--- src/rtl/muldiv_iterative_unit.sv ---
// muldiv_iterative_unit: iterative RISC-V style multiply/divide unit.
// Multiply uses shift-add over absolute operand values, divide uses restoring
// division; both retire BITS_PER_CYCLE bits per clock, followed by a sign fix.
// Optional feature: define MULDIV_FASTPATH_EN to let divide-by-zero, signed
// overflow and multiply-by-zero skip the iteration and finish in one cycle.
module muldiv_iterative_unit #(
  parameter int unsigned XLEN           = 32,
  parameter int unsigned BITS_PER_CYCLE = 1
) (
  input  logic            clk,
  input  logic            rst,
  input  logic            start,
  input  logic            flush,
  input  logic [2:0]      op,
  input  logic [XLEN-1:0] operand_a,
  input  logic [XLEN-1:0] operand_b,
  output logic            busy,
  output logic            valid,
  output logic [XLEN-1:0] result,
  output logic            div_by_zero
);

  localparam int unsigned N  = XLEN / BITS_PER_CYCLE;
  localparam int unsigned CW = $clog2(N + 1);

  typedef enum logic [1:0] {IDLE, CALC, DONE} state_t;

  state_t            state;
  logic [CW-1:0]     cnt;
  logic [2:0]        op_q;
  logic [XLEN-1:0]   hi;      // multiply: upper product / divide: partial remainder
  logic [XLEN-1:0]   lo;      // multiply: multiplier bits / divide: dividend -> quotient
  logic [XLEN-1:0]   opnd;    // multiplicand (mul) or divisor (div), absolute value
  logic              neg_res; // product / quotient must be negated at the end
  logic              neg_rem; // remainder must be negated at the end
  logic              div0;

  // Decode of the incoming request (used only at the accepting edge)
  logic            in_div;
  logic            a_sgn, b_sgn, a_neg, b_neg;
  logic [XLEN-1:0] a_abs, b_abs;

  // Sign handling of the incoming operands
  always_comb begin
    in_div = op[2];
    a_sgn  = in_div ? ~op[0] : (op[1] ^ op[0]);
    b_sgn  = in_div ? ~op[0] : (op == 3'b001);
    a_neg  = a_sgn & operand_a[XLEN-1];
    b_neg  = b_sgn & operand_b[XLEN-1];
    a_abs  = a_neg ? (~operand_a + 1'b1) : operand_a;
    b_abs  = b_neg ? (~operand_b + 1'b1) : operand_b;
  end

  // One CALC cycle worth of iteration: BITS_PER_CYCLE shift-add or restoring steps
  logic [XLEN-1:0] step_hi, step_lo;
  logic [XLEN-1:0] h, l;
  logic [XLEN:0]   r, sum;
  always_comb begin
    h   = hi;
    l   = lo;
    r   = '0;
    sum = '0;
    for (int unsigned i = 0; i < BITS_PER_CYCLE; i++) begin
      if (op_q[2]) begin
        r = {h, l[XLEN-1]};
        l = {l[XLEN-2:0], 1'b0};
        if (r >= {1'b0, opnd}) begin
          r    = r - {1'b0, opnd};
          l[0] = 1'b1;
        end
        h = r[XLEN-1:0];
      end else begin
        sum = {1'b0, h} + (l[0] ? {1'b0, opnd} : '0);
        l   = {sum[0], l[XLEN-1:1]};
        h   = sum[XLEN:1];
      end
    end
    step_hi = h;
    step_lo = l;
  end

  // Sign fix and result selection applied to the final iteration's output
  logic [2*XLEN-1:0] prod;
  logic [XLEN-1:0]   quot, remv, calc_result;
  always_comb begin
    prod = {step_hi, step_lo};
    if (neg_res) prod = ~prod + 1'b1;
    quot = neg_res ? (~step_lo + 1'b1) : step_lo;
    if (div0) quot = '1;
    remv = neg_rem ? (~step_hi + 1'b1) : step_hi;
    if (op_q[2])
      calc_result = op_q[1] ? remv : quot;
    else
      calc_result = (op_q[1:0] == 2'b00) ? prod[XLEN-1:0] : prod[2*XLEN-1:XLEN];
  end

`ifdef MULDIV_FASTPATH_EN
  // Early-out cases whose result is known without iterating
  logic            fast_hit;
  logic [XLEN-1:0] fast_result;
  logic            in_div0, in_ovf;
  always_comb begin
    in_div0     = in_div && (operand_b == '0);
    in_ovf      = in_div && !op[0] && (operand_a == {1'b1, {(XLEN-1){1'b0}}}) &&
                  (operand_b == '1);
    fast_hit    = in_div0 || in_ovf ||
                  (!in_div && ((operand_a == '0) || (operand_b == '0)));
    fast_result = '0;
    if (in_div0)     fast_result = op[1] ? operand_a : '1;
    else if (in_ovf) fast_result = op[1] ? '0 : operand_a;
  end
`endif

  // Control FSM and datapath registers; flush beats both start and completion
  always_ff @(posedge clk or negedge rst) begin
    if (!rst) begin
      state       <= IDLE;
      cnt         <= '0;
      op_q        <= '0;
      hi          <= '0;
      lo          <= '0;
      opnd        <= '0;
      neg_res     <= 1'b0;
      neg_rem     <= 1'b0;
      div0        <= 1'b0;
      busy        <= 1'b0;
      valid       <= 1'b0;
      result      <= '0;
      div_by_zero <= 1'b0;
    end else if (flush) begin
      state <= IDLE;
      busy  <= 1'b0;
      valid <= 1'b0;
    end else if (state == CALC) begin
      hi  <= step_hi;
      lo  <= step_lo;
      cnt <= cnt + 1'b1;
      if (cnt == CW'(N - 1)) begin
        state       <= DONE;
        busy        <= 1'b0;
        valid       <= 1'b1;
        result      <= calc_result;
        div_by_zero <= div0;
      end
    end else if (start) begin
      cnt     <= '0;
      op_q    <= op;
      hi      <= '0;
      lo      <= in_div ? a_abs : b_abs;
      opnd    <= in_div ? b_abs : a_abs;
      neg_res <= a_neg ^ b_neg;
      neg_rem <= a_neg;
      div0    <= in_div && (operand_b == '0);
`ifdef MULDIV_FASTPATH_EN
      if (fast_hit) begin
        state       <= DONE;
        busy        <= 1'b0;
        valid       <= 1'b1;
        result      <= fast_result;
        div_by_zero <= in_div0;
      end else begin
        state <= CALC;
        busy  <= 1'b1;
        valid <= 1'b0;
      end
`else
      state <= CALC;
      busy  <= 1'b1;
      valid <= 1'b0;
`endif
    end else begin
      state <= IDLE;
      valid <= 1'b0;
    end
  end

endmodule
--- config.mk ---
export PLATFORM = sky130hd
export DESIGN_NAME = muldiv_iterative_unit
export DESIGN_NICKNAME = d
export VERILOG_FILES = /design/src/rtl/muldiv_iterative_unit.sv
export SDC_FILE = /design/constraint.sdc
export NUM_CORES = 1
export LEC_CHECK = 0
export ABC_AREA = 1
export CORE_MARGIN = 4
export CORE_UTILIZATION = 55
export DETAILED_ROUTE_END_ITERATION = 7
export PLACE_DENSITY = 0.75
export SLEW_MARGIN = 20
export SYNTH_ARGS = -nofsm -noshare
export SYNTH_HDL_FRONTEND = slang
export SYNTH_SLANG_ARGS = --single-unit
--- constraint.sdc ---
create_clock -name clk -period 6.4 [get_ports clk]
set_input_delay 1.28 -clock clk [delete_from_list [all_inputs] [get_ports clk]]
set_output_delay 1.28 -clock clk [all_outputs]
set_load 0.01 [all_outputs]
Word level (Yosys, flattened, before mapping)
Index checks and enable logic that the tools add are counted.
Word-level totals
  flip-flop bits (word level): 145
  input port bits: 71
  output and inout port bits: 35
  word-level logic and storage cells: 82
Cells by class
  $add $sub $neg: 8
  order comparisons: 1
  eq/ne operators: 4
  multiplexer cells: 35
  bitwise operators: 12
  reductions and logical operators: 9
Operators with widths (number)
  $mux W32: 18
  $add A32 B1 Y32 const B: 4
  $not A32 Y32: 4
  $add A64 B1 Y64 const B: 1
  $mux W64: 1
  $not A64 Y64: 1
  $add A32 B32 Y33: 1
  $ge A33 B32 Y1: 1
  $logic_not A32 Y1: 1
  $sub A32 B32 Y32: 1
  $mux W6: 2
  $mux W1: 11
  $add A6 B1 Y6 const B: 1
  $eq A6 B5 Y1 const B: 1
  $mux W2: 3
  $reduce_and A3 Y1: 2
  $reduce_and A2 Y1: 2
  $eq A3 B1 Y1 const B: 1
  $ne A3 B2 Y1 const B: 1
  $not A1 Y1: 3
  $reduce_bool A3 Y1: 1
  $and A1 B1 Y1: 2
  $eq A2 B1 Y1 const B: 1
  $logic_not A2 Y1: 1
  other kinds (3): 4

Depth between registers and ports, before layout
  depth in word-level cells: 9
  depth in mapped cells: 31
  depth with buffers taken out: 31

Worst setup path before layout
Ideal clock, no wire load.
  path kind: register to register
  start point: register lo[0]
  end point: register result[20]
  library setup time: 117 ps
  arrival: 3410 ps
  required time: 6283 ps
  path slack: 2872 ps
  stages on the path, launching flop included: 30
  buffers on the path: 2
  clock period less this slack: 3528 ps
  cells stage by stage: dfrtp_1 clkbuf_1 clkbuf_1 nand2_1 inv_1 ha_1 inv_1 fa_1 inv_1 nand2_1 o21ai_0 nand2_1 nand2_1 nand2_1 nand2_1 nand2_1 nand2_1 nand2_1 nand2_1 nand2_1 nor2_4 nand2_1 nor2_1 nand2_1 nand2_1 nand2_1 nand3_1 nand3_1 nand3_1 nand2_1
Between the ends
  cells in the longest elaborated chain, start to end: 8
  elaborated cells on any way between the ends: 17
  classes of those cells: add/sub (4); mux (10); bitwise (3)
Ends and longest elaborated chain
  start, declared: line 32  | logic [XLEN-1:0] lo;
  start signal, assigned: line 136  | lo <= step_lo;
  start signal, assigned: line 149  | lo <= in_div ? a_abs : b_abs;
  $mux W32: line 73  | sum = {1'b0, h} + (l[0] ? {1'b0, opnd} : '0);
  $add A32 B32 Y33: line 73
  $mux W32: line 64  | if (op_q[2]) begin
  $not A64 Y64 or $not A32 Y32 (tied branches): line 87, 90
  $add A64 B1 Y64 or $add A32 B1 Y32 (tied branches): line 87, 90
  $mux W64 or $mux W32 (tied branches): line 87, 90
  $mux W32 (on tied branches): line 94, 92
  $mux W32 (*): line 91  | if (op_q[2])
  end signal, assigned: line 142  | result <= calc_result;
  end, declared: line 19  | output logic [XLEN-1:0] result,
Every way passes the cells marked *; elsewhere a longest branch is shown, timed or not.
A chain may end at the register's enable or synchronous reset.

Worst setup path in the final report
  start point: register opnd[21]
  end point: register result[26]
Between the ends
  cells in the longest elaborated chain, start to end: 9
  elaborated cells on any way between the ends: 21
  classes of those cells: add/sub (5); order compare (1); mux (12); bitwise (3)
Ends and longest elaborated chain
  start, declared: line 33  | logic [XLEN-1:0] opnd;
  start signal, assigned: line 150  | opnd <= in_div ? b_abs : a_abs;
  parallel branches: the longest is 8 deep, another holds $add A64 B1 Y64
  $mux W32 (*): line 91
Mark *: on every way between the ends.

==> flow_summary.toml <==
[pwr]
ir_drop_v = 0.000266
pwr_density_cell_mw_per_mm2 = 494
leakage_nw = 10.2

[synthesis]
synth_ff_type = "dfrtp_1"
syn_area_mm2 = 0.0177
ys_seq_area_share_pct = 20.4
syn-mean-instance-area_um2 = 5.78
postSynthCellCount = 3057
yosys_register_bits = 144
async_flop_share_pct = 100
synth_edf_count = 0
syn_nets = 3200
ys_warn_count = 0
ys_types = 54

[setup_path]
start_kind = "flip-flop"
worst-r2r-cell-count = 27
r2r-end = "result[26]"
cp-end-kind = "flip-flop"
worstSetupPathType = "reg2reg"
critPathRequiredTime_ns = 6.76
path_max_fanout = 14
arrival_ns = 5.53
ff2ff_setup_slack_ns = 1.23
r2r-start = "opnd[21]"
startpoint = "opnd[21]"

[run_status]
outcome = "finished, violations left"
violations = "design-rule violations"

[layout]
fin_util_pct = 61.9
n_antenna_cell = 0
nets = 3247
area_delta_synth_final_pct = 10.7
layout_common_cells = "nand2_1, inv_1, nor2_1"
drive_above_1_share_pct = 6.03
fill_cells = 3068
final_common_cell = "nand2_1"

[clock_network]
cts_inserted_buffers = 17
clockBufferDepth = 2
cts_tree = "built"
cts_resized = 0
root_buffer = "clkbuf_16"
htreeDepth = 4
cts_setup_buffers = 0
cts-hold-fix-buffers = 0
cts_sinks = 144
clk_pin_slew_ns = 0.07
insertion_delay_ns = 0.48

[placed_design]
io_buffers = 105
hpwl_mm = 59.5
gp_congestion = 1.16

[route]
firstDrtPassIters = 8
drc = 1
wl_per_cell_um = 21.6
viasPerCell = 6.21
drt_iter0_drc = 3487
vias = 21800
routed_wl_mm = 76.1
ant_nets = 0

[timing]
tns_ns = 0
drv_slew = 0
rsz0062_at_grt = "false"
post-route-min-period_ns = 5.17
hold_viol = 0
skew_ns = 0.0132
setup_violations = 0
tightest_slew_ns = 1.09
maxSlewHeadroom_pct = 26.6
min_period_over_period_pct = 80.7
max_freq_mhz = 194

[hold_path]
min-delay-start = "result[30]"
holdPathStages = 2
min_path_type = "reg2reg"
whs_endpoint = "result[30]"

[global_route]
grt_pass1_wl_mm = 115
grt_antenna_before_repair = 1
grt_max_degree = 78
grt.overflow.total = 0
grt_usage_pct = 41.8
grt_pass1_vias = 20500

[run]
drv_cap = 0

[floorplanning]
die_w_um = 187
initial_core_util_pct = 55.9
core_area_mm2 = 0.0316
die_y_um = 187
rows = 65
io-pin-count = 106
die-area_mm2 = 0.0351
[kinds of logic (layout without fill, tap and decap cells)]
kind of cell | after synthesis | after routing | synth area share, %
XOR/XNOR | 104 | 104 | 5.15
flip-flops | 144 | 144 | 20.4
multiplexers | 2 | 2 | 0.113
AO/OA/AOI/OAI | 436 | 436 | 14.6
AND/OR/NAND/NOR | 1743 | 1743 | 42.2
adder cells (fa/ha/maj) | 72 | 72 | 5.18
buffers and inverters | 556 | 616 | 12.4
[routing by layer]
metal / global-route usage (%) / vias up / share of wire [%]
li1: - / 9922 / -
met1: 53.6 / 9796 / 37
met2: 61.8 / 1739 / 41
met3: 12.9 / 378 / 14
met4: 25.5 / 2 / 7.8
met5: 0 / - / 0.021
[state kept, by name (all words and copies together) (netlist names)]
register	cells
neg_rem	1
lo	32
busy	1
div0	1
valid	1
neg_res	1
div_by_zero	1
cnt	6
state	1
hi	32
result	32
op_q	3
opnd	32
[worst max-delay path, stage by stage, from the launching register on]
cell and delay, ns:
dfrtp_1 0.62, inv_1 0.11, ha_1 0.36, nand2_1 0.17, nor2_2 0.09, nand2_1 0.10, nor2_2 0.05, nand2_1 0.07
nand2_1 0.08, nor2_4 0.48, nand3_1 0.28, nand2_2 0.24, ha_1 0.20, nand3_1 0.10, nor2_1 0.18, nand2_1 0.11
nor2_2 0.20, nand4_1 0.13, nor4_2 0.23, nand3_2 0.27, clkinv_1 0.14, nand2_1 0.08, o21ai_2 0.30, nand3_1 0.13
nand3_1 0.10, nand2_1 0.07, nand3_1 0.07, nand2_1 0.06
[cell usage after synthesis, types with 4 or more instances]
library cell,n,area share (%)
a21o_1,5,0.21
a21oi_1,105,3.0
a22oi_1,9,0.38
a31oi_1,38,1.3
buf_1,12,0.25
buf_2,17,0.48
buf_6,7,0.45
clkbuf_1,66,1.4
clkinv_1,4,0.085
dfrtp_1,144,20
ha_1,70,5.0
inv_1,435,9.2
inv_2,12,0.25
nand2_1,980,21
nand2_2,26,0.92
nand3_1,278,7.9
nand3_2,14,0.79
nand3b_1,11,0.47
nand4_1,40,1.4
nor2_1,294,6.2
nor2_2,24,0.85
nor2_4,8,0.51
nor3_1,31,0.88
nor4_1,5,0.18
o211ai_1,24,1.0
o21a_1,11,0.47
o21ai_0,146,4.1
o21ai_1,15,0.42
o21ai_2,10,0.50
o21bai_1,7,0.30
o221ai_1,24,1.2
o22ai_1,31,1.1
or2_2,21,0.74
xnor2_1,35,1.7
xor2_1,69,3.4
[stage by stage]
step           total power [mW]  setup WS [ns]  std cells  hold WS, ns  instance area [um2]
2_1_floorplan              6.19           2.87       3057        0.443                17700
3_3_place_gp               8.14           1.60       3486        0.460                19000
3_5_place_dp               8.22           1.56       3486        0.464                19000
4_1_cts                    9.30           1.50       3518        0.485                19500
5_1_grt                    10.2           1.01       3519        0.500                19600
6_report                   9.67           1.23       3519        0.480                19600
[area by class of cell]
cell class                 instances  area, um2  area share (%)
inverter                         451       1690            8.65
multi-input combinational       2357      11900            60.8
clock buffer                      18        429            2.19
clock inverter                    14        165           0.844
timing repair buffer             133       1280            6.55
sequential                       144       3610            18.4
tap                              402        503            2.57
[power by group]
group / internal, mW / total (mW) / switching (mW)
sequential: 1.10 / 1.40 / 0.295
combinational: 2.04 / 7.19 / 5.16
clock: 0.559 / 1.07 / 0.515
[worst max path at each step]
stage,endpoint
global route,result[8]
floorplan,result[20]
finish,result[26]
CTS,result[8]
detailed placement,result[8]
global placement,result[8]
Power figures use the tool's default switching activity.
